File: src/rtl/tone_meter_pkg.sv
// Shared definitions for the tone meter: FSM states, output range and the
// default system clock shared with the tone player.
package tone_meter_pkg;

  typedef enum logic [1:0] {
    IDLE,
    MEASURE,
    DIVIDE
  } meter_state_t;

  localparam int unsigned     HZ_W           = 12;
  localparam logic [HZ_W-1:0] HZ_MAX         = 12'd4095;
  localparam int unsigned     DEFAULT_CLK_HZ = 100_000_000;

  function automatic logic [HZ_W-1:0] clamp_hz(input logic [31:0] q);
    return (q > 32'(HZ_MAX)) ? HZ_MAX : q[HZ_W-1:0];
  endfunction

  function automatic logic near_hz(input logic [HZ_W-1:0] a,
                                   input logic [HZ_W-1:0] b);
    logic [HZ_W-1:0] d;
    d = (a >= b) ? (a - b) : (b - a);
    return d <= HZ_W'(1);
  endfunction

endpackage

File: src/rtl/seq_divider_u32.sv
// 32-bit unsigned restoring divider: one load cycle plus one quotient bit per
// clock (33 cycles per operation). A zero divisor yields an all-ones quotient.
module seq_divider_u32 (
  input  logic        clk,
  input  logic        rst_n,
  input  logic        start,
  input  logic [31:0] dividend,
  input  logic [31:0] divisor,
  output logic        busy,
  output logic        done,
  output logic [31:0] quotient
);

  logic [31:0] rem_q;
  logic [31:0] dvs_q;
  logic [5:0]  step_q;
  logic [32:0] shifted;
  logic [32:0] diff;
  logic        take;

  // The quotient register doubles as the dividend shift register.
  always_comb begin
    shifted = {rem_q, quotient[31]};
    diff    = shifted - {1'b0, dvs_q};
    take    = shifted >= {1'b0, dvs_q};
  end

  always_ff @(posedge clk or negedge rst_n) begin
    if (!rst_n) begin
      rem_q    <= '0;
      dvs_q    <= '0;
      step_q   <= '0;
      quotient <= '0;
      busy     <= 1'b0;
      done     <= 1'b0;
    end else begin
      done <= 1'b0;
      if (start) begin
        rem_q    <= '0;
        quotient <= dividend;
        dvs_q    <= divisor;
        step_q   <= 6'd32;
        busy     <= 1'b1;
      end else if (busy) begin
        rem_q    <= take ? diff[31:0] : shifted[31:0];
        quotient <= {quotient[30:0], take};
        step_q   <= step_q - 6'd1;
        if (step_q == 6'd1) begin
          busy <= 1'b0;
          done <= 1'b1;
        end
      end
    end
  end

endmodule

File: src/rtl/tone_meter.sv
// Square-wave frequency meter: hz = CLK_HZ / (clk cycles between rising edges).
// Optional input deglitch filter enabled by defining TONE_DEGLITCH_EN.
module tone_meter
  import tone_meter_pkg::*;
#(
  parameter int unsigned CLK_HZ      = DEFAULT_CLK_HZ,
  parameter int unsigned TIMEOUT_CYC = 100_000_000,
  parameter int unsigned GLITCH_CYC  = 4
) (
  input  logic            clk,
  input  logic            rst_n,
  input  logic            tone_in,
  output logic [HZ_W-1:0] hz,
  output logic            hz_valid,
  output logic            locked
);

  logic         sync_meta;
  logic         sync_q;
  logic         rise;
  logic [31:0]  period_cnt;
  logic [31:0]  period_q;
  logic         timed_out;
  logic         div_start;
  logic         div_busy;
  logic         div_done;
  logic [31:0]  div_quotient;
  logic [HZ_W-1:0] new_hz;
  meter_state_t state;

  always_ff @(posedge clk or negedge rst_n) begin
    if (!rst_n) begin
      sync_meta <= 1'b0;
      sync_q    <= 1'b0;
    end else begin
      sync_meta <= tone_in;
      sync_q    <= sync_meta;
    end
  end

`ifdef TONE_DEGLITCH_EN
  localparam int unsigned GCW = $clog2(GLITCH_CYC + 1);

  logic [GCW-1:0] glitch_cnt;
  logic           filt;
  logic           filt_d;

  // Level follows sync_q only after GLITCH_CYC consecutive differing samples.
  always_ff @(posedge clk or negedge rst_n) begin
    if (!rst_n) begin
      glitch_cnt <= '0;
      filt       <= 1'b0;
      filt_d     <= 1'b0;
    end else begin
      filt_d <= filt;
      if (sync_q == filt) begin
        glitch_cnt <= '0;
      end else if (glitch_cnt == GCW'(GLITCH_CYC - 1)) begin
        filt       <= sync_q;
        glitch_cnt <= '0;
      end else begin
        glitch_cnt <= glitch_cnt + 1'b1;
      end
    end
  end

  assign rise = filt & ~filt_d;
`else
  logic sync_qq;

  always_ff @(posedge clk or negedge rst_n) begin
    if (!rst_n) sync_qq <= 1'b0;
    else        sync_qq <= sync_q;
  end

  assign rise = sync_q & ~sync_qq;

  // GLITCH_CYC is meaningful only when the filter is built in.
  if (GLITCH_CYC == 0) begin : g_no_filter
  end
`endif

  always_ff @(posedge clk or negedge rst_n) begin
    if (!rst_n)                        period_cnt <= '0;
    else if (rise)                     period_cnt <= 32'd1;
    else if (period_cnt < TIMEOUT_CYC) period_cnt <= period_cnt + 32'd1;
  end

  assign timed_out = period_cnt >= TIMEOUT_CYC;
  assign new_hz    = clamp_hz(div_quotient);

  seq_divider_u32 u_div (
    .clk      (clk),
    .rst_n    (rst_n),
    .start    (div_start),
    .dividend (32'(CLK_HZ)),
    .divisor  (period_q),
    .busy     (div_busy),
    .done     (div_done),
    .quotient (div_quotient)
  );

  // Timeout wins over a finishing division; a rise during DIVIDE only
  // restarts the period counter, so that period is dropped.
  always_ff @(posedge clk or negedge rst_n) begin
    if (!rst_n) begin
      state     <= IDLE;
      hz        <= '0;
      hz_valid  <= 1'b0;
      locked    <= 1'b0;
      period_q  <= '0;
      div_start <= 1'b0;
    end else begin
      hz_valid  <= 1'b0;
      div_start <= 1'b0;
      unique case (state)
        IDLE: begin
          if (rise) state <= MEASURE;
        end
        MEASURE: begin
          if (rise) begin
            if (!div_busy) begin
              period_q  <= period_cnt;
              div_start <= 1'b1;
              state     <= DIVIDE;
            end
          end else if (timed_out) begin
            hz       <= '0;
            locked   <= 1'b0;
            hz_valid <= (hz != '0);
            state    <= IDLE;
          end
        end
        DIVIDE: begin
          if (timed_out) begin
            hz       <= '0;
            locked   <= 1'b0;
            hz_valid <= (hz != '0);
            state    <= IDLE;
          end else if (div_done) begin
            hz       <= new_hz;
            hz_valid <= 1'b1;
            locked   <= (hz != '0) && near_hz(new_hz, hz);
            state    <= MEASURE;
          end
        end
        default: state <= IDLE;
      endcase
    end
  end

endmodule

File: config.mk
export PLATFORM = sky130hd
export DESIGN_NAME = tone_meter
export DESIGN_NICKNAME = d
export VERILOG_FILES = /design/src/rtl/tone_meter_pkg.sv /design/src/rtl/seq_divider_u32.sv /design/src/rtl/tone_meter.sv
export SDC_FILE = /design/constraint.sdc
export NUM_CORES = 1
export LEC_CHECK = 0
export ABC_AREA = 1
export CAP_MARGIN = 20
export CORE_MARGIN = 2
export CORE_UTILIZATION = 55
export CTS_BUF_LIST = sky130_fd_sc_hd__clkbuf_4 sky130_fd_sc_hd__clkbuf_8
export DETAILED_ROUTE_END_ITERATION = 8
export PLACE_DENSITY = 0.73
export SYNTH_ARGS = -nofsm -noshare
export SYNTH_HDL_FRONTEND = slang
export SYNTH_SLANG_ARGS = --single-unit
File: constraint.sdc
create_clock -name clk -period 5.85 [get_ports clk]
set_clock_uncertainty 0.15 [all_clocks]
set_input_delay 0.8775 -clock clk [delete_from_list [all_inputs] [get_ports clk]]
set_output_delay 0.8775 -clock clk [all_outputs]
set_load 0.05 [all_outputs]
; Word-level counts from Yosys, hierarchy flattened
; Cells that the tools add are included.
[word_totals]
register_bits = 188
inputBits = 3
out_inout_bits = 14
wordCells = 90
[classes]
add_sub_neg = 5
n_lt_le_gt_ge = 6
eq_ne = 9
n_mux = 42
bitwise_logic = 3
n_reduce_logical = 9
[op_table]
columns = operator, n
row1 = 2-to-1 mux 32 bit, 7
row2 = 2-to-1 mux 12 bit, 6
row3 = greater-or-equal comparator 33 x 32 -> 1 bit, 1
row4 = "adder 32 x 1 -> 32 bit, second input constant", 1
row5 = "greater-or-equal comparator 32 x 27 -> 1 bit, second input constant", 1
row6 = "greater-than comparator 32 x 12 -> 1 bit, second input constant", 1
row7 = "< comparator 32 x 27 -> 1 bit, second input constant", 1
row8 = subtractor 32 bit, 1
row9 = case mux 12 bit (2 select lines), 1
row10 = subtractor 12 bit, 2
row11 = 2-to-1 mux 1 bit, 17
row12 = greater-or-equal comparator 12 bit, 1
row13 = "<= comparator 12 x 1 -> 1 bit, second input constant", 1
row14 = 2-to-1 mux 2 bit, 6
row15 = 2-to-1 mux 6 bit, 2
row16 = nonzero test 12 bit, 1
row17 = AND reduction 4 bit, 2
row18 = "equality test 6 x 1 -> 1 bit, second input constant", 1
row19 = "inequality test 2 bit, second input constant", 3
row20 = "inequality test 3 bit, second input constant", 2
row21 = case mux 2 bit (3 select lines), 1
row22 = nonzero test 2 bit, 3
row23 = "subtractor 6 x 1 -> 6 bit, second input constant", 1
row24 = case mux 1 bit (2 select lines), 2
row25 = 8 further kinds, 9

; Logic depth before layout (Yosys ltp)
; Gate-level depths: netlist (run 1).
[logic_depth]
ltp_word = 9
mapped_depth = 24
mapped_depth_nobuf = 22

; Modules after synthesis
; A second synthesis (run 1) with hierarchy kept.
[hier_totals]
hier_cells = 1851
area_unflattened_um2 = 12680.9
[modules_own_cells]
columns = mod, n_inst, cells_per_inst, area_per_inst_um2, seq_area_each_um2
row1 = seq_divider_u32, 1, 1085, 7201.9, 2602.5
row2 = tone_meter, 1, 766, 5479.0, 2102.0

; Worst setup path before layout (run 1)
; OpenSTA, ideal clock, no wires.
[synth_path]
kind = reg2reg
start = reg u_div.quotient[22]
end = reg locked
setup_time_ns = 0.066
t_arrival_ns = 2.768
required_time_ns = 5.634
setup_slack_ns = 2.866
stages_incl_launch_ff = 23
n_path_buf = 2
period_less_slack_ns = 2.984
cell_sequence = dfrtp_1 nor2_1 nand3_1 nor4_1 nand3_1 clkbuf_1 nor2_1 inv_1 ha_1 clkbuf_2 nand2_1 inv_1 nand2_1 nor2_1 nand2_1 nand3_1 nor2_2 nand2_1 nand3_1 nand2_1 nor3_1 nand3_1 nand2_1
[synth_via]
elab_chain_len = 9
elab_cells_between_ends = 11
cone_classes = 2 x add/sub / 3 x order compare / 5 x mux / 1 x reduce/logical
[synth_rtl]
columns = element, line_no
row1 = from (decl), seq_divider_u32.sv:11  ; output logic [31:0] quotient
row2 = from (signal assigned), seq_divider_u32.sv:40  ; quotient <= dividend;
row3 = from (signal assigned), seq_divider_u32.sv:46  ; quotient <= {quotient[30:0], take};
row4 = greater-than comparator 32 x 12 -> 1 bit *, tone_meter_pkg.sv:16  ; return (q > 32'(HZ_MAX)) ? HZ_MAX : q[HZ_W-1:0];
row5 = 2-to-1 mux 12 bit *, tone_meter_pkg.sv:16
row6 = subtractor 12 bit or greater-or-equal comparator 12 bit (tied branches), tone_meter_pkg.sv:22  ; d = (a >= b) ? (a - b) : (b - a);
row7 = 2-to-1 mux 12 bit *, tone_meter_pkg.sv:22
row8 = <= comparator 12 x 1 -> 1 bit *, tone_meter_pkg.sv:23  ; return d <= HZ_W'(1);
row9 = logical AND 1 bit *, tone_meter.sv:143  ; locked <= (hz != '0) && near_hz(new_hz, hz);
row10 = 2-to-1 mux 1 bit *, tone_meter.sv:140  ; end else if (div_done) begin
row11 = 2-to-1 mux 1 bit *, tone_meter.sv:135  ; if (timed_out) begin
row12 = case mux 1 bit (2 select lines) *, tone_meter.sv:116  ; unique case (state)
row13 = to (signal assigned), tone_meter.sv:143
row14 = to (decl), tone_meter.sv:15  ; output logic locked
; Mark *: on every way between the ends. The rest lies on a longest branch, timed or not. The select of a mux whose other input is x is not followed.
; A chain may end at the register's enable or synchronous reset.

; Final worst setup path (run 1)
[layout_path]
start = reg u_div.quotient[31]
end = reg locked
; Same word-level chain as after synthesis.

==> flow_metrics.py, run 1 <==
metrics = {
    "yosys": {
        "avgSynthCellArea_um2": 7.341,
        "number_of_enable_flip_flop_cells_after_synthesis": 0,
        "total_nets_after_synthesis": 1668,
        "synth.area.top_cells": "dfrtp_1 (40%), nand2_1 (15%), ha_1 (6.7%)",
        "yosysWarningCount": 0,
        "synth_commonest_cells": "nand2_1 (469), inv_1 (201), dfrtp_1 (188)",
        "synthMostInstantiatedCell": "nand2_1",
        "synth_flop_cell": "dfrtp_1",
        "synth_cell_types": 46,
        "area_share_of_the_leading_cell_type_in_the_synthesized_netlist_pct": 40.08,
        "post_synth_instance_area_um2": 11740,
        "sequential_share_of_the_synthesized_area_pct": 40.08,
        "synth_cells": 1599,
        "ys_async_sr_fraction_pct": 100.0,
        "yosysTopAreaCell": "dfrtp_1",
        "yosys_register_bits": 188,
    },
    "final_layout": {
        "antenna-diode-count": 0,
        "final_net_count": 1664,
        "growth_of_design_area_from_synthesis_to_finish_pct": 6.577,
        "layout-drive-gt1-share_pct": 4.478,
        "final_cell_area_um2": 12510,
        "post_layout_nonfiller_instances": 1883,
        "layout.core_utilization_pct": 59.70,
    },
    "outcome": {
        "run_status": "finished, final reports clean",
    },
    "worst_hold_path": {
        "hold_path_depth": 0,
        "worst_hold_path_type": "register to register",
        "startpoint_of_the_most_critical_hold_path": "sync_meta$_DFF_PN0_",
        "hold_path_end": "sync_q$_DFF_PN0_",
    },
    "floorplanning": {
        "fp.dieH_um": 150.1,
        "rows": 53,
        "die-area_um2": 22530,
        "die-width_um": 150.1,
        "design.portCount": 17,
        "placeableCoreArea_um2": 20960,
        "initial_core_util_pct": 56.01,
    },
    "drt": {
        "detail-route-antenna-nets": 0,
        "post_drt_wl_per_cell_um": 16.25,
        "finalWirelength_um": 30600,
        "first_pass_iters": 7,
        "vias_per_cell": 5.523,
        "initialDrtViolationCount": 708,
        "num_vias": 10399,
        "drc": 0,
    },
    "global_routing": {
        "grt_pass1_wl_um": 50620,
        "use_met3_pct": 4.421,
        "grt.busiest_layer": "met2",
        "first_global_vias": 10044,
        "track_usage_pct": 28.72,
        "antenna_found_initial": 0,
        "grtUsageMet1_pct": 37.60,
        "grtUsageMet2_pct": 48.08,
        "largest_net_degree_at_the_start_of_global_routing": 100,
        "globalRoute.totalOverflow": 0,
    },
    "sta": {
        "final_period_minus_worst_setup_slack_ps": 3776,
        "fmax_mhz": 264.9,
        "tightestPinTransition_ps": 875.1,
        "final_min_period_over_clock_period_pct": 64.54,
        "final.hold.worst_slack_ps": 219.6,
        "maxSlewHeadroom_pct": 41.58,
        "grt_setup_unrepaired": "no",
        "final_critical_path_setup_slack_ps": 2074,
        "timing_hold_violations_final": 0,
        "number_of_setup_violations_in_the_final_report": 0,
        "timing.final.max_slew_violations": 0,
        "fin_setup_tns_ps": 0,
    },
    "setup_path": {
        "cp_max_fo": 11,
        "critical_path.reg2reg.startpoint": "u_div.quotient[31]$_DFFE_PN0P_",
        "startpoint_of_the_most_critical_setup_path": "u_div.quotient[31]$_DFFE_PN0P_",
        "worstRegToRegCells": 20,
        "setup.worst_path.end_class": "register",
        "ff2ff_setup_slack_ps": 2070,
        "cp_data_arrival_time_ps": 4050,
        "worstSetupPathType": "register to register",
        "worst_ep_required_time_ps": 6130,
        "critical_path.reg2reg.endpoint": "locked$_DFFE_PN0P_",
        "critPathLaunchType": "register",
    },
    "placed_design": {
        "post_detailed_placement_half_perimeter_wirelength_um": 22750,
        "portBuffers": 16,
        "routabilityCongestion": 0.9381,
        "detailed_place.area_um2": 12080,
        "place_inst": 1851,
        "detailedPlace.worstSlack_ps": 2125,
    },
    "cts": {
        "cts.repair_timing.setup_buffer_count": 0,
        "cts.clk_slew.worst_paths_ps": 110,
        "tritoncts": "built",
        "clock_buffer_count_from_cts": 17,
        "ctsHtreeMaxLevel": 4,
        "ctsRootBufferMaster": "clkbuf_8",
        "postCtsResizedCells": 0,
        "cts.sinks": 188,
        "number_of_buffers_inserted_by_hold_repair_at_cts": 0,
        "worst_skew_pair.late_latency_ps": 480,
        "cts_max_path_buffers": 2,
    },
    "power_and_ir_drop": {
        "pwr_density_cell_nw_per_um2": 512.5,
        "max-vdd-ir-drop_mv": 0.3305,
        "design_power_total_mw": 6.411,
        "leakagePower_nw": 5.964,
    },
    "job": {
        "max_cap_violations": 0,
    },
}
worst max-delay path by stage:
stage                               endpoint  slack [ps]  cells past startpoint
after floorplan           locked$_DFFE_PN0P_        2870                     22
after global placement    locked$_DFFE_PN0P_        2080                     19
after detailed placement  locked$_DFFE_PN0P_        2130                     19
after CTS                 locked$_DFFE_PN0P_        2090                     19
after global routing      locked$_DFFE_PN0P_        1710                     20
final                     locked$_DFFE_PN0P_        2070                     20
cell usage in the layout (no fill, tap or decap), types with 8 or more instances in the layout:
cell type          n
nor2_1           115
nor4_1            12
o21ai_0          128
clkinv_8           8
ha_1              63
o21a_1             8
o22ai_1           22
xor2_1            17
nand3b_1          35
nand2_1          469
xnor2_1           12
dfrtp_1          187
nand4_1           23
clkbuf_8          18
nor3_1            23
inv_1            201
nand3_1          101
a21oi_1           74
clkdlybuf4s50_1   15
flip-flops by register name, summed over array words and instances (netlist names), 2 cells and up:
signal and count:
u_div.quotient 32, period_q 32, state 2, period_cnt 32
u_div.step_q 6, u_div.rem_q 32, hz 12, u_div.dvs_q 32
layout make-up:
| class | count | area [um^2] |
|---|---|---|
| inverter | 206 | 773.2 |
| clock inverter | 15 | 195.2 |
| clock buffer | 17 | 234.0 |
| fill | 1969 | 8446 |
| multi-input combinational | 1160 | 6048 |
| tap | 275 | 344.1 |
| sequential | 188 | 4706 |
| timing repair buffer | 22 | 209.0 |
routing by layer:
layer / wire [um] / vias up
li1: - / 5186
met1: 13660 / 4876
met2: 14420 / 276
met3: 1397 / 61
met4: 1122 / 0
met5: 0 / -
where the power goes:
group	total [mW]	switching, mW	leakage, nW	internal [mW]
clock network	0.899	0.567	0.213	0.332
registers	1.90	0.261	2.48	1.64
logic	3.61	2.37	3.27	1.24
total	6.41	3.20	5.96	3.21
kinds of logic (layout without fill, tap and decap cells):
| group | Yosys count | count (layout) | synth area share [%] |
|---|---|---|---|
| and+or+nand+nor | 806 | 806 | 30.01 |
| AOI/OAI and AO/OA | 259 | 259 | 12.09 |
| buffers and inverters | 251 | 260 | 8.432 |
| DFF | 188 | 188 | 40.08 |
| adders and majority gates | 66 | 66 | 7.227 |
| xor gates and xnor gates | 29 | 29 | 2.164 |
worst max-delay path, cell delays in order (launching register included):
cell and delay [ps]:
dfrtp_1 380, inv_1 130, nand4_1 110, nor4_1 300, nand3_1 460, nor2_1 280, inv_1 90, ha_1 430
nand2_1 180, inv_1 80, nand2_1 70, nand2_1 90, nand2_1 100, nand3_1 90, nor2_2 240, nand2_1 110
nand3_1 90, nand2_1 60, nor3_1 170, nand3_1 90, nand2_1 60
Note: power is estimated with default switching activity, not from simulation.
==> run 2: changes to the inputs <==
--- a/config.mk
+++ b/config.mk
@@ -11,7 +11,7 @@
 export CORE_UTILIZATION = 55
 export CTS_BUF_LIST = sky130_fd_sc_hd__clkbuf_4 sky130_fd_sc_hd__clkbuf_8
 export DETAILED_ROUTE_END_ITERATION = 8
-export PLACE_DENSITY = 0.73
+export PLACE_DENSITY = 0.76
 export SYNTH_ARGS = -nofsm -noshare
 export SYNTH_HDL_FRONTEND = slang
 export SYNTH_SLANG_ARGS = --single-unit
==> constraint.sdc (replaced) <==
create_clock -name clk -period 3.2 [get_ports clk]
set_clock_uncertainty 0.15 [all_clocks]
set_input_delay 0.48 -clock clk [delete_from_list [all_inputs] [get_ports clk]]
set_output_delay 0.48 -clock clk [all_outputs]
set_load 0.05 [all_outputs]
==> flow_metrics.py, run 2 (synthesis results as in run 1) <==
metrics = {
    "outcome": {
        "run_status": "finished, final reports clean",
    },
    "global_routing": {
        "track_usage_pct": 28.72,
        "grt_pass1_wl_um": 50740,
        "grt.busiest_layer": "met2",
        "grtUsageMet2_pct": 47.12,
        "use_met3_pct": 3.506,
        "first_global_vias": 10236,
        "grtUsageMet1_pct": 37.84,
        "globalRoute.totalOverflow": 0,
        "antenna_found_initial": 0,
        "largest_net_degree_at_the_start_of_global_routing": 91,
    },
    "final_layout": {
        "multi_input_comb_area_um2": 6460,
        "mostFrequentLayoutCell": "nand2_1",
        "growth_of_design_area_from_synthesis_to_finish_pct": 14.25,
        "final_net_count": 1720,
        "antenna-diode-count": 0,
        "layout.core_utilization_pct": 64.00,
        "post_layout_nonfiller_instances": 1938,
        "final_cell_mix": "nand2_1 (454), dfrtp_1 (187), inv_1 (184)",
        "layout-drive-gt1-share_pct": 12.45,
        "regArea_um2": 4706,
        "final.fill_count": 1905,
    },
    "sta": {
        "fin_setup_tns_ps": 0,
        "number_of_setup_violations_in_the_final_report": 0,
        "timing_hold_violations_final": 0,
        "final_min_period_over_clock_period_pct": 99.28,
        "fmax_mhz": 314.8,
        "final_critical_path_setup_slack_ps": 23.15,
        "tightestPinTransition_ps": 754.4,
        "grt_setup_unrepaired": "yes",
        "final_period_minus_worst_setup_slack_ps": 3177,
        "timing.final.max_slew_violations": 0,
        "maxSlewHeadroom_pct": 49.71,
    },
    "floorplanning": {
        "fp.dieH_um": 150.1,
        "design.portCount": 17,
        "initial_core_util_pct": 56.01,
        "placeableCoreArea_um2": 20960,
        "die-width_um": 150.1,
        "die-area_um2": 22530,
        "rows": 53,
    },
    "cts": {
        "tritoncts": "built",
        "cts_max_path_buffers": 2,
        "clock_buffer_count_from_cts": 17,
        "ctsRootBufferMaster": "clkbuf_8",
        "ctsHtreeMaxLevel": 4,
        "cts.sinks": 188,
        "cts.clk_slew.worst_paths_ps": 100,
        "worst_skew_pair.late_latency_ps": 490,
    },
    "setup_path": {
        "cp_data_arrival_time_ps": 3450,
        "worst_ep_required_time_ps": 3480,
        "worstSetupPathType": "register to register",
        "startpoint_of_the_most_critical_setup_path": "u_div.quotient[27]$_DFFE_PN0P_",
        "critical_path.reg2reg.startpoint": "u_div.quotient[27]$_DFFE_PN0P_",
        "cp_max_fo": 6,
        "setup.worst_path.end_class": "register",
        "critPathLaunchType": "register",
    },
    "drt": {
        "detail-route-antenna-nets": 0,
        "initialDrtViolationCount": 689,
        "post_drt_wl_per_cell_um": 16.21,
        "num_vias": 10713,
        "vias_per_cell": 5.528,
        "finalWirelength_um": 31420,
        "drc": 0,
        "first_pass_iters": 5,
    },
    "job": {
        "max_cap_violations": 0,
    },
    "power_and_ir_drop": {
        "pwr_density_cell_nw_per_um2": 922.0,
        "design_power_total_mw": 12.36,
        "leakagePower_nw": 6.328,
        "max-vdd-ir-drop_mv": 0.6223,
    },
    "placed_design": {
        "post_detailed_placement_half_perimeter_wirelength_um": 22680,
        "place_inst": 1899,
        "routabilityCongestion": 0.9392,
        "portBuffers": 16,
        "detailedPlace.worstSlack_ps": -160.2,
    },
    "worst_hold_path": {
        "worst_hold_path_type": "register to register",
        "startpoint_of_the_most_critical_hold_path": "sync_meta$_DFF_PN0_",
    },
}
-- run 2: area by class of cell --
class	instances	area share [%]
Multi-Input combinational cell	1160	48.17
Sequential cell	188	35.09
Inverter	206	5.785
Timing Repair Buffer	78	5.197
Tap cell	275	2.566
Clock buffer	19	1.903
Clock inverter	12	1.288
-- run 2: path summary, 6_finish.rpt --
check                                         endpoint  slack (ps)  cells after the start
hold / removal                        sync_q$_DFF_PN0_         210                      0
min in group asynchronous  u_div.step_q[5]$_DFFE_PN0P_         450                      2
hold reg to reg                       sync_q$_DFF_PN0_         210                      0
setup / recovery                    locked$_DFFE_PN0P_          20                     18
max in group asynchronous   u_div.rem_q[7]$_DFFE_PN0P_        1640                      3
setup reg to reg                    locked$_DFFE_PN0P_          20                     18
-- run 2: repair_timing --
action | in CTS | in global routing
setup buffers | 2 | 4
hold endpoints to repair | 88 | 0
cloned | 1 | 0
endpoints found under the setup margin | 1 | 1
gates resized for setup | 51 | 61
hold buffers | 1 | 0
pin swaps | 10 | 22
-- run 2: power breakdown --
| part | leakage (nW) | total, mW | internal [mW] | switching, mW |
|---|---|---|---|---|
| clock network | 0.215 | 1.76 | 0.823 | 0.940 |
| registers | 2.48 | 3.51 | 2.99 | 0.520 |
| logic | 3.63 | 7.09 | 2.61 | 4.48 |
-- run 2: routing by layer --
layer / wire (um) / vias to the layer above
li1: - / 5293
met1: 13820 / 5049
met2: 14810 / 289
met3: 1403 / 82
met4: 1385 / 0
met5: 0 / -
-- run 2: critical path: stages, from the launching register on --
cell and delay [ps]:
dfrtp_1 390, inv_2 70, nand4_1 140, nor4_2 310, nand3_2 190, buf_8 200, nor2_4 110, inv_1 80
ha_2 200, fa_2 370, nor2_1 110, nor2_1 50, xor2_1 170, nand3_1 100, o21ai_1 140, nand2_1 70
nor3_2 100, nand3_1 90, nand2_1 80
-- run 2: through the flow --
stage,hold slack (ps),cell area [um^2]
floorplan,34.41,11740
global placement,182.9,12490
detailed placement,187.1,12490
CTS,211.8,13190
global route,223.8,13410
finish,211.8,13410
